### src/rtl/drive_pkg.sv
// drive_pkg: shared encodings for the line-follower motion controller.
//   - tracker/motor mode encodings (TURN_LEFT..SHARP_RIGHT)
//   - sequencer FSM state encodings
//   - last_turn memory encoding
//   - mode_to_dir(): mode -> {left[1:0], right[1:0]} H-bridge bits
//   - is_moving(): true for the five valid non-stop modes
package drive_pkg;

    localparam logic [2:0] TURN_LEFT   = 3'b000;
    localparam logic [2:0] TURN_RIGHT  = 3'b001;
    localparam logic [2:0] STRAIGHT    = 3'b010;
    localparam logic [2:0] STOP        = 3'b011;
    localparam logic [2:0] SHARP_LEFT  = 3'b100;
    localparam logic [2:0] SHARP_RIGHT = 3'b101;

    typedef enum logic [2:0] {
        ST_IDLE    = 3'd0,
        ST_RUN     = 3'd1,
        ST_BLOCKED = 3'd2,
        ST_SEARCH  = 3'd3,
        ST_HALTED  = 3'd4
    } state_e;

    typedef enum logic {
        TURN_LAST_LEFT  = 1'b0,
        TURN_LAST_RIGHT = 1'b1
    } last_turn_e;

    // Undefined modes (110, 111) fall through to stop.
    function automatic logic [3:0] mode_to_dir(input logic [2:0] mode);
        logic [3:0] dir;
        case (mode)
            TURN_LEFT:   dir = 4'b0010;
            TURN_RIGHT:  dir = 4'b1000;
            STRAIGHT:    dir = 4'b1010;
            SHARP_LEFT:  dir = 4'b0110;
            SHARP_RIGHT: dir = 4'b1001;
            default:     dir = 4'b0000;
        endcase
        return dir;
    endfunction

    function automatic logic is_moving(input logic [2:0] mode);
        return (mode == TURN_LEFT)  || (mode == TURN_RIGHT) ||
               (mode == STRAIGHT)   || (mode == SHARP_LEFT) ||
               (mode == SHARP_RIGHT);
    endfunction

endpackage

### src/rtl/drive_sequencer_run_timer.sv
// run_timer: saturating up-counter with a registered terminal flag.
// Ports:
//   clk     system clock
//   rst     synchronous active-high reset
//   clr_i   clear counter to zero (wins over en_i)
//   en_i    count one step; holds at TERMINAL
//   done_o  registered flag, high while the count equals TERMINAL
module run_timer #(
    parameter int CNT_W    = 27,
    parameter int TERMINAL = 0
) (
    input  logic clk,
    input  logic rst,
    input  logic clr_i,
    input  logic en_i,
    output logic done_o
);

    localparam logic [CNT_W-1:0] TERM_C = CNT_W'(TERMINAL);

    logic [CNT_W-1:0] cnt_q, cnt_d;
    logic             done_q;

    always_comb begin
        cnt_d = cnt_q;
        if (clr_i) begin
            cnt_d = '0;
        end else if (en_i && (cnt_q != TERM_C)) begin
            cnt_d = cnt_q + 1'b1;
        end
    end

    // done tracks cnt_d so it is aligned with cnt_q; a zero terminal is
    // already done straight out of reset.
    always_ff @(posedge clk) begin
        if (rst) begin
            cnt_q  <= '0;
            done_q <= (TERM_C == '0);
        end else begin
            cnt_q  <= cnt_d;
            done_q <= (cnt_d == TERM_C);
        end
    end

    assign done_o = done_q;

endmodule

### src/rtl/drive_sequencer.sv
// drive_sequencer: motion sequencer for the line-following car.
//
// state   | meaning
// --------+-----------------------------------------------------------
// IDLE    | powered up, motors stopped, waiting for start
// RUN     | following the tracker decision
// BLOCKED | obstacle seen, stopped until it stays clear long enough
// SEARCH  | line lost, spinning towards the last turn direction
// HALTED  | search timed out, stopped until start
//
// Ports:
//   clk         system clock
//   rst         synchronous active-high reset
//   start       one-cycle arm pulse
//   track_mode  tracker decision (drive_pkg mode encoding)
//   obstacle    1 = object within stop distance
//   mode        registered mode to the PWM block
//   left/right  registered H-bridge direction bits
//   fsm_state   current state
module drive_sequencer
    import drive_pkg::*;
#(
    parameter int CLEAR_CYCLES  = 5_000_000,
    parameter int LOST_CYCLES   = 10_000_000,
    parameter int SEARCH_CYCLES = 100_000_000,
    parameter int CNT_W         = 27
) (
    input  logic       clk,
    input  logic       rst,
    input  logic       start,
    input  logic [2:0] track_mode,
    input  logic       obstacle,
    output logic [2:0] mode,
    output logic [1:0] left,
    output logic [1:0] right,
    output logic [2:0] fsm_state
);

    state_e     state_q, state_d;
    last_turn_e last_turn_q, last_turn_d;
    logic [2:0] mode_q, mode_d;
    logic [3:0] dir_q, dir_d;

    logic clear_clr, clear_en, clear_done;
    logic lost_clr,  lost_en,  lost_done;
    logic srch_clr,  srch_en,  srch_done;

    run_timer #(.CNT_W(CNT_W), .TERMINAL(CLEAR_CYCLES - 1)) u_clear_timer (
        .clk    (clk),
        .rst    (rst),
        .clr_i  (clear_clr),
        .en_i   (clear_en),
        .done_o (clear_done)
    );

    run_timer #(.CNT_W(CNT_W), .TERMINAL(LOST_CYCLES - 1)) u_lost_timer (
        .clk    (clk),
        .rst    (rst),
        .clr_i  (lost_clr),
        .en_i   (lost_en),
        .done_o (lost_done)
    );

    run_timer #(.CNT_W(CNT_W), .TERMINAL(SEARCH_CYCLES - 1)) u_search_timer (
        .clk    (clk),
        .rst    (rst),
        .clr_i  (srch_clr),
        .en_i   (srch_en),
        .done_o (srch_done)
    );

    always_ff @(posedge clk) begin
        if (rst) begin
            state_q     <= ST_IDLE;
            last_turn_q <= TURN_LAST_LEFT;
            mode_q      <= STOP;
            dir_q       <= 4'b0000;
        end else begin
            state_q     <= state_d;
            last_turn_q <= last_turn_d;
            mode_q      <= mode_d;
            dir_q       <= dir_d;
        end
    end

    // Timers count only while their own state is holding; every other
    // path clears them, which also covers clearing on state entry.
    // A transition fires on the counting cycle where the timer already
    // sits at its terminal value, i.e. the N-th qualifying cycle.
    always_comb begin
        state_d     = state_q;
        last_turn_d = last_turn_q;
        clear_clr   = 1'b1;
        clear_en    = 1'b0;
        lost_clr    = 1'b1;
        lost_en     = 1'b0;
        srch_clr    = 1'b1;
        srch_en     = 1'b0;
        case (state_q)
            ST_IDLE: begin
                if (start) state_d = ST_RUN;
            end
            ST_RUN: begin
                if ((track_mode == TURN_LEFT) || (track_mode == SHARP_LEFT)) begin
                    last_turn_d = TURN_LAST_LEFT;
                end else if ((track_mode == TURN_RIGHT) || (track_mode == SHARP_RIGHT)) begin
                    last_turn_d = TURN_LAST_RIGHT;
                end
                if (obstacle) begin
                    state_d = ST_BLOCKED;
                end else if (!is_moving(track_mode)) begin
                    if (lost_done) begin
                        state_d = ST_SEARCH;
                    end else begin
                        lost_clr = 1'b0;
                        lost_en  = 1'b1;
                    end
                end
            end
            ST_BLOCKED: begin
                if (!obstacle) begin
                    if (clear_done) begin
                        state_d = ST_RUN;
                    end else begin
                        clear_clr = 1'b0;
                        clear_en  = 1'b1;
                    end
                end
            end
            ST_SEARCH: begin
                if (obstacle) begin
                    state_d = ST_BLOCKED;
                end else if (is_moving(track_mode)) begin
                    state_d = ST_RUN;
                end else if (srch_done) begin
                    state_d = ST_HALTED;
                end else begin
                    srch_clr = 1'b0;
                    srch_en  = 1'b1;
                end
            end
            ST_HALTED: begin
                if (start) state_d = ST_RUN;
            end
            default: state_d = ST_IDLE;
        endcase
    end

    // Outputs follow the state being entered so that, for example, the
    // cycle that enters BLOCKED already commands stop.
    always_comb begin
        mode_d = STOP;
        case (state_d)
            ST_RUN:    mode_d = track_mode;
            ST_SEARCH: mode_d = (last_turn_d == TURN_LAST_LEFT) ? SHARP_LEFT : SHARP_RIGHT;
            default:   mode_d = STOP;
        endcase
        dir_d = mode_to_dir(mode_d);
    end

    assign mode      = mode_q;
    assign left      = dir_q[3:2];
    assign right     = dir_q[1:0];
    assign fsm_state = state_q;

endmodule

### config.mk
export PLATFORM = sky130hd
export DESIGN_NAME = drive_sequencer
export DESIGN_NICKNAME = d
export VERILOG_FILES = /design/src/rtl/drive_pkg.sv /design/src/rtl/drive_sequencer_run_timer.sv /design/src/rtl/drive_sequencer.sv
export SDC_FILE = /design/constraint.sdc
export NUM_CORES = 1
export LEC_CHECK = 0
export ABC_AREA = 1
export BUFFER_PORTS_ARGS = -buffer_cell sky130_fd_sc_hd__buf_2
export CORE_MARGIN = 1
export CORE_UTILIZATION = 50
export DETAILED_ROUTE_END_ITERATION = 12
export GPL_TIMING_DRIVEN = 1
export PLACE_DENSITY = 0.67
export RECOVER_POWER = 25
export SLEW_MARGIN = 30
export SYNTH_ARGS = -nofsm -noshare
export SYNTH_HDL_FRONTEND = slang
export SYNTH_SLANG_ARGS = --single-unit
### constraint.sdc
create_clock -name clk -period 2.1 [get_ports clk]
set_clock_uncertainty 0.2 [all_clocks]
set_input_delay 0.21 -clock clk [delete_from_list [all_inputs] [get_ports clk]]
set_output_delay 0.21 -clock clk [all_outputs]
set_load 0.02 [all_outputs]
==> metrics.cfg, run 1 <==
[detailed_routing]
routed_via_density=5.30
drt-pass1-iter-count=10
num_vias=7092
drc=3
wl_per_cell_um=14.4
ant_nets=0
routed_wirelength_um=19300
drtIter0Drc=754

[clocking]
clkLatencyLatePin_ps=360
root_buffer=clkbuf_16
cts_max_level=3
clk_path_buf_depth=2
cts_buffers=9
clock-sinks=95
cts_tree=done
clk_pin_slew_ps=80

[critical_path]
crit_path_start_kind=register
crit_type=reg -> reg
cp.arrival_ps=2320
endpoint_kind=register
required_ps=2190
path_max_fanout=5

[hold_path]
hold_class=in -> reg

[synth]
yosysWarnings=0
ys_types=35
syn-num-nets=994
synth_area_per_cell_um2=6.17
yosysSeqAreaShare_pct=31.3
netlist_area_um2=6070
netlist_instances=984
ys_seq_elements=95

[timing]
hold_viol_final=0
max_freq_ghz=0.450
drv_slew=0
setup_viol=3
fin_ws_ps=-124
fin_crit_ps=2220
rsz0062_at_grt=true
max_slew.worst_pin.slew_ps=511
period_share_pct=106
slew-limit-headroom_pct=65.6

[placement]
routabilityCongestion=0.955
io_buffers=16
hpwl_um=13200
placed_area_um2=7480

[final_layout]
fillers=929
utilization_pct=74.8
mostFrequentLayoutCell=nand2_1
syn_to_final_growth_pct=43.0
final_cell_mix=250 x nand2_1, 177 x buf_4, 164 x nor2_1
antenna_cells=0
drive_gt1_share_pct=32.9
final_area_um2=8680
final_nets=1201

[run_status]
status=finished with violations
violations=DRC, setup timing

[power]
peakVddDrop_mv=0.519
totalPowerFinal_mw=3.71
swShare_pct=24.4
pwr-share-clk_pct=46.7
combPwrFrac_pct=4.3
p_sw_uw=907
power_frac_seq_pct=49.0
power_density_nw_per_um2=427
p_leak_nw=3.45
intPower_mw=2.80

[grt]
track_usage_pct=29.4
grt_overflow=0
grt_max_degree=26
antenna_found_initial=0
grt_pass1_vias=6463
grt_pass1_wl_um=29700

[die]
dieArea_um2=12600
rows=39
coreArea_um2=11600
initial_utilization_pct=52.3
ios=17
die_h_um=112
fp.dieW_um=112

[job]
maxCapViolations=0

==> metal layers <==
layer	routed length (µm)	vias up	share of wire [%]	GRT usage, %
li1	-	3534	-	-
met1	8610	3246	45	38.3
met2	9070	251	47	49.4
met3	980	61	5.1	3.94
met4	650	0	3.4	11.6
met5	0	-	0	0
==> layout make-up <==
type | instances | area, µm² | share of cell area [%]
Multi-Input combinational cell | 761 | 4220 | 48.6
Sequential cell | 95 | 1930 | 22.2
Timing Repair Buffer | 211 | 1610 | 18.6
Inverter | 113 | 432 | 4.97
Clock buffer | 9 | 225 | 2.59
Tap cell | 143 | 179 | 2.06
Clock inverter | 7 | 81.3 | 0.937
==> cell families after synthesis <==
| family | synth area share (%) |
|---|---|
| simple gates | 48.9 |
| buf+inv | 8.45 |
| flops | 31.3 |
| compound gates | 4.25 |
| xor+xnor | 6.47 |
| fa+ha+maj | 0.618 |
==> worst paths after layout <==
path	slack (ps)	from	end	cells after the start
max	-120	fsm_state[2]$_SDFF_PP0_	u_search_timer.done_o$_SDFF_PP0_	12
min	7	track_mode[1]	dir_q[1]$_SDFF_PP0_	4
max reg2reg	-120	fsm_state[2]$_SDFF_PP0_	u_search_timer.done_o$_SDFF_PP0_	12
min reg2reg	340	u_search_timer.cnt_q[7]$_SDFF_PP0_	u_search_timer.cnt_q[7]$_SDFF_PP0_	2
==> timing repair <==
action | 4_1_cts | 5_1_grt
gates cloned | 1 | 2
setup endpoints to repair | 3 | 17
buffers inserted | 14 | 17
resized for setup | 65 | 120
pin swaps | 27 | 46
hold endpoints to repair | 1 | 0
hold buffers | 1 | 0
==> state kept, by name (all words and copies together) (netlist names) <==
name and count:
dir_q 4, fsm_state 3, last_turn_q 1, mode 3, u_clear_timer.cnt_q 27, u_clear_timer.done_o 1
u_lost_timer.cnt_q 27, u_lost_timer.done_o 1, u_search_timer.cnt_q 27, u_search_timer.done_o 1
==> synthesized netlist by cell type (all sizes together) <==
cell type  instances  area share [%]
o211ai             1            0.12
nand4             26             2.7
or2                3            0.31
nand2            287              18
o21ai             23             2.0
clkbuf            10            0.62
nor3              39             3.8
buf                6            0.80
inv              113             7.0
dfxtp             95              31
nor4               5            0.52
ha                 3            0.62
xor2              32             4.6
a21oi             24             2.2
nor2             209              14
xnor2             12             1.9
nand3b             9             1.3
nand3             87             7.7
==> power by group through the flow <==
stage / combinational [mW] / clock [mW] / sequential (mW)
5_1_grt: 0.176 / 1.84 / 1.82
4_1_cts: 0.158 / 1.75 / 1.82
2_1_floorplan: 0.0737 / 0 / 1.88
3_3_place_gp: 0.152 / 0 / 1.86
3_5_place_dp: 0.152 / 0 / 1.86
6_report: 0.160 / 1.73 / 1.82
==> stage by stage <==
| step | hold slack [ps] | worst slack (ps) | instances | setup TNS [ps] |
|---|---|---|---|---|
| after detailed placement | 291 | -168 | 1290 | -353 |
| after global placement | 291 | -106 | 1290 | -282 |
| final | 7.02 | -124 | 1339 | -311 |
| after CTS | 6.23 | -122 | 1322 | -199 |
| after floorplan | 180 | 16.5 | 984 | 0 |
| after global routing | 34.9 | -246 | 1339 | -1160 |
==> critical path: stages (launching register included) <==
cell and delay (ps):
dfxtp_2 320, inv_1 70, buf_4 130, nand3_4 90, nor2_1 220, nand2_4 120
nor2_1 170, o21ai_0 120, a21oi_1 230, nand2_1 100, nor2_2 160, nand4_1 120
nor3_2 110
No activity file was read; power rests on OpenSTA's default activity.
==> run 2, diff against run 1 <==
Settings changed: REMOVE_ABC_BUFFERS from default to 1.
==> metrics.cfg, run 2 (same netlist as run 1, synthesis figures left out) <==
[final_layout]
largestRegisters=u_clear_timer.cnt_q x27, u_lost_timer.cnt_q x27, u_search_timer.cnt_q x27
antenna_cells=0
mostFrequentLayoutCell=nand2_1
final_nets=1212
final_cell_mix=265 x nand2_1, 195 x buf_4, 164 x nor2_1
syn_to_final_growth_pct=41.9
drive_gt1_share_pct=32.4
fin_cells=1350

[timing]
hold_viol_final=0
rsz0062_at_grt=true
hold_ws_ps=31.8
drv_slew=0
period_share_pct=106
setup_tns_ps=-244
setup_viol=3
fin_crit_ps=2240
max_slew.worst_pin.slew_ps=558
max_freq_ghz=0.447
slew-limit-headroom_pct=62.8
fin_ws_ps=-135

[detailed_routing]
ant_nets=0
wl_per_cell_um=14.2
drc=0
drt-pass1-iter-count=6
num_vias=7119
drtIter0Drc=528
routed_via_density=5.27
routed_wirelength_um=19200

[die]
coreArea_um2=11600
ios=17
initial_utilization_pct=52.3
dieArea_um2=12600
fp.dieW_um=112
rows=39
die_h_um=112

[clocking]
cts_max_level=3
clk_path_buf_depth=2
clk_pin_slew_ps=70
cts_tree=done
root_buffer=clkbuf_16
cts_buffers=9
clock-sinks=95
clkLatencyLatePin_ps=360

[critical_path]
required_ps=2190
crit_path_start=u_clear_timer.cnt_q[1]$_SDFF_PP0_
endpoint_kind=register
rr_startpoint=u_clear_timer.cnt_q[1]$_SDFF_PP0_
path_max_fanout=5
cp.arrival_ps=2330
crit_path_start_kind=register
crit_type=reg -> reg

[run_status]
violations=setup timing
status=finished with violations

[placement]
hpwl_um=13400
routabilityCongestion=1.02
io_buffers=16
placedCellCount=1302

[power]
power_density_nw_per_um2=425
peakVddDrop_mv=0.536
p_leak_nw=3.45

[hold_path]
hold_class=in -> reg
hp-start=rst

[grt]
track_usage_pct=29.6
grt_overflow=0
grt_max_degree=31
grt_pass1_wl_um=29500
grt_pass1_vias=6372
antenna_found_initial=0

[job]
maxCapViolations=0

[run 2: cell count changes in the layout (fill, tap and decap cells not counted), sizes merged]
cell / before / now
dlygate4sd3: 1 / 2
bufinv: 1 / 0
buf: 198 / 211
clkinvlp: 3 / 1
a21oi: 24 / 25
clkbuf: 21 / 18
inv: 115 / 116
nand3: 88 / 89
[run 2: area by class of cell]
cell class / count / area (µm²)
well taps: 143 / 179
inverters: 113 / 432
flip-flops and latches: 95 / 1940
fillers: 955 / 3000
clock inverters: 5 / 47.5
repair buffers: 220 / 1630
multi-input cells: 763 / 4130
clock buffers: 11 / 253
[run 2: final timing paths]
path,end,slack (ps),depth (start not counted)
worst max-delay path,u_clear_timer.done_o$_SDFF_PP0_,-140,15
worst min-delay path,u_search_timer.cnt_q[4]$_SDFF_PP0_,30,2
worst max register to register,u_clear_timer.done_o$_SDFF_PP0_,-140,15
worst min register to register,u_search_timer.cnt_q[8]$_SDFF_PP0_,330,2
[run 2: critical path: stages, from the launching register on]
cell	delay, ps
dfxtp_2	350
ha_4	150
nand2_4	50
nor2_4	140
nand2_2	100
nor2_4	170
nand3_4	130
nand3_1	100
nand2_1	90
nor2_1	120
nand2_1	80
nor2_2	110
nand3_1	90
nor2_2	110
nand3_1	90
nor2_1	110
[run 2: per-stage QoR]
| stage | utilization (%) | area (µm²) | setup WS (ps) | total power, mW |
|---|---|---|---|---|
| finish | 74.2 | 8620 | -135 | 3.66 |
| global route | 74.2 | 8620 | -262 | 3.80 |
| global placement | 65.1 | 7560 | -156 | 2.02 |
| floorplan | - | 5990 | -169 | 1.94 |
| detailed placement | 65.1 | 7560 | -207 | 2.02 |
| CTS | 70.1 | 8140 | -97.4 | 3.68 |
[run 2: power by group]
group          total [mW]  internal [mW]  switching, mW
combinational       0.173         0.0639          0.109
sequential           1.82           1.81        0.00775
clock                1.67          0.892          0.781
total                3.66           2.77          0.899
[run 2: metal layers]
layer | track usage [%] | part of all wire (%) | vias to the layer above
met5 | 0 | 0 | -
met2 | 50.6 | 47 | 268
met3 | 6.10 | 7.2 | 48
li1 | - | - | 3557
met1 | 37.4 | 43 | 3246
met4 | 9.24 | 2.4 | 0
[run 2: timing repair]
action                                  4_1_cts  5_1_grt
hold buffers                                  2        0
hold endpoints to repair                      3        0
pin swaps                                    13       47
buffers inserted                             12       15
endpoints found under the setup margin        5       16
resized for setup                            44      112
gates cloned                                  2        1
==> run 3, diff against run 2 <==
Settings changed: CELL_PAD_IN_SITES_DETAIL_PLACEMENT from default to 1, CELL_PAD_IN_SITES_GLOBAL_PLACEMENT from default to 1, CORE_UTILIZATION 50 to 40, PLACE_DENSITY 0.67 to 0.74.
==> metrics.cfg, run 3 (same netlist as run 1, synthesis figures left out) <==
[critical_path]
endpoint_kind=register
crit_type=reg -> reg
required_ps=2220
crit_path_start_kind=register
path_max_fanout=4
rr_worst_depth=9
cp.arrival_ps=2930

[clocking]
clk_path_buf_depth=2
root_buffer=clkbuf_16
clk_pin_slew_ps=80
cts_max_level=3
cts_buffers=9
cts_tree=done
clock-sinks=95
clkLatencyLatePin_ps=390

[power]
p_leak_nw=4.02
peakVddDrop_mv=0.719
power_density_nw_per_um2=386

[timing]
fin_ws_ps=-713
max_slew.worst_pin.slew_ps=692
drv_slew=0
hold_ws_ps=73.6
setup_viol=71
period_share_pct=134
hold_viol_final=0
rsz0062_at_grt=true
setup_tns_ps=-13640
fin_crit_ps=2810
slew-limit-headroom_pct=53.5
max_freq_ghz=0.356

[grt]
track_usage_pct=40.4
grt_pass1_wl_um=49000
grt_max_degree=18
grt_overflow=0
grt_pass1_vias=9216
antenna_found_initial=3

[detailed_routing]
drc=0
wl_per_cell_um=29.7
drtIter0Drc=1397
routed_via_density=6.65
ant_nets=0
routed_wirelength_um=44000
drt-pass1-iter-count=6
num_vias=9833

[placement]
hpwl_um=18200
placed_area_um2=8100
placedCellCount=1407
io_buffers=16
routabilityCongestion=0.911

[final_layout]
final_cell_mix=264 x buf_4, 230 x nand2_1, 150 x nor2_1
syn_to_final_growth_pct=61.2
largestRegisters=u_clear_timer.cnt_q x27, u_lost_timer.cnt_q x27, u_search_timer.cnt_q x27
final_area_um2=9790
fin_cells=1478
mostFrequentLayoutCell=buf_4
final_nets=1299
drive_gt1_share_pct=43.2

[die]
coreArea_um2=14700
ios=17
die_h_um=125
initial_utilization_pct=41.3
fp.dieW_um=125
dieArea_um2=15700
rows=44

[run_status]
status=finished with violations
violations=setup timing

[hold_path]
hold_class=in -> reg
hold_depth=4

[job]
maxCapViolations=0

## run 3: path summary, 6_finish.rpt
path | from | endpoint | slack (ps)
setup / recovery | u_clear_timer.cnt_q[15]$_SDFF_PP0_ | u_clear_timer.done_o$_SDFF_PP0_ | -710
hold / removal | track_mode[1] | dir_q[2]$_SDFF_PP0_ | 70
setup reg to reg | u_clear_timer.cnt_q[15]$_SDFF_PP0_ | u_clear_timer.done_o$_SDFF_PP0_ | -710
hold reg to reg | u_lost_timer.cnt_q[11]$_SDFF_PP0_ | u_lost_timer.cnt_q[11]$_SDFF_PP0_ | 390
## run 3: critical path, cell delays in order, from the launching register on
cell,delay (ps)
dfxtp_1,460
nand3_1,180
buf_4,190
nor4_2,380
buf_4,230
nand3_4,160
nor3_2,160
nand3b_1,190
nand4_1,390
nor2_1,200
## run 3: through the flow
stage | worst slack (ps) | total power [mW] | utilization (%)
after detailed placement | -237 | 2.03 | 55.1
after floorplan | -169 | 1.94 | -
after global routing | -1410 | 3.83 | 66.6
after global placement | -164 | 2.03 | 55.1
after CTS | -117 | 3.58 | 60.7
final | -713 | 3.78 | 66.6
## run 3: power by group
| group | total, mW | leakage [nW] | switching, mW | internal (mW) |
|---|---|---|---|---|
| combinational | 0.246 | 3.11 | 0.164 | 0.0815 |
| sequential | 1.82 | 0.782 | 0.0115 | 1.81 |
| clock | 1.71 | 0.123 | 0.910 | 0.804 |
## run 3: repair_timing
action,CTS,global route
gates cloned,1,0
hold buffers,2,0
resized for setup,83,202
setup buffers,28,28
setup endpoints to repair,16,39
pin swaps,31,57
endpoints found under the hold margin,2,0
## run 3: layer usage
metal / up-vias / global-route usage, % / wire length [µm] / share of wire [%]
met2: 990 / 73.0 / 19900 / 45
met1: 4585 / 41.9 / 13900 / 32
met4: 4 / 30.8 / 5430 / 12
met5: - / 0 / 23 / 0.052
li1: 3720 / - / - / -
met3: 534 / 6.80 / 4750 / 11
## run 3: cell type report
cell class                      instances  area [µm²]
Fill cell                            1911        4910
Multi-Input combinational cell        761        4500
Clock inverter                          3        21.3
Sequential cell                        95        1950
Timing Repair Buffer                  309        2400
Inverter                              113         450
Clock buffer                           12         236
Tap cell                              184         230
Antenna cell                            1        2.50
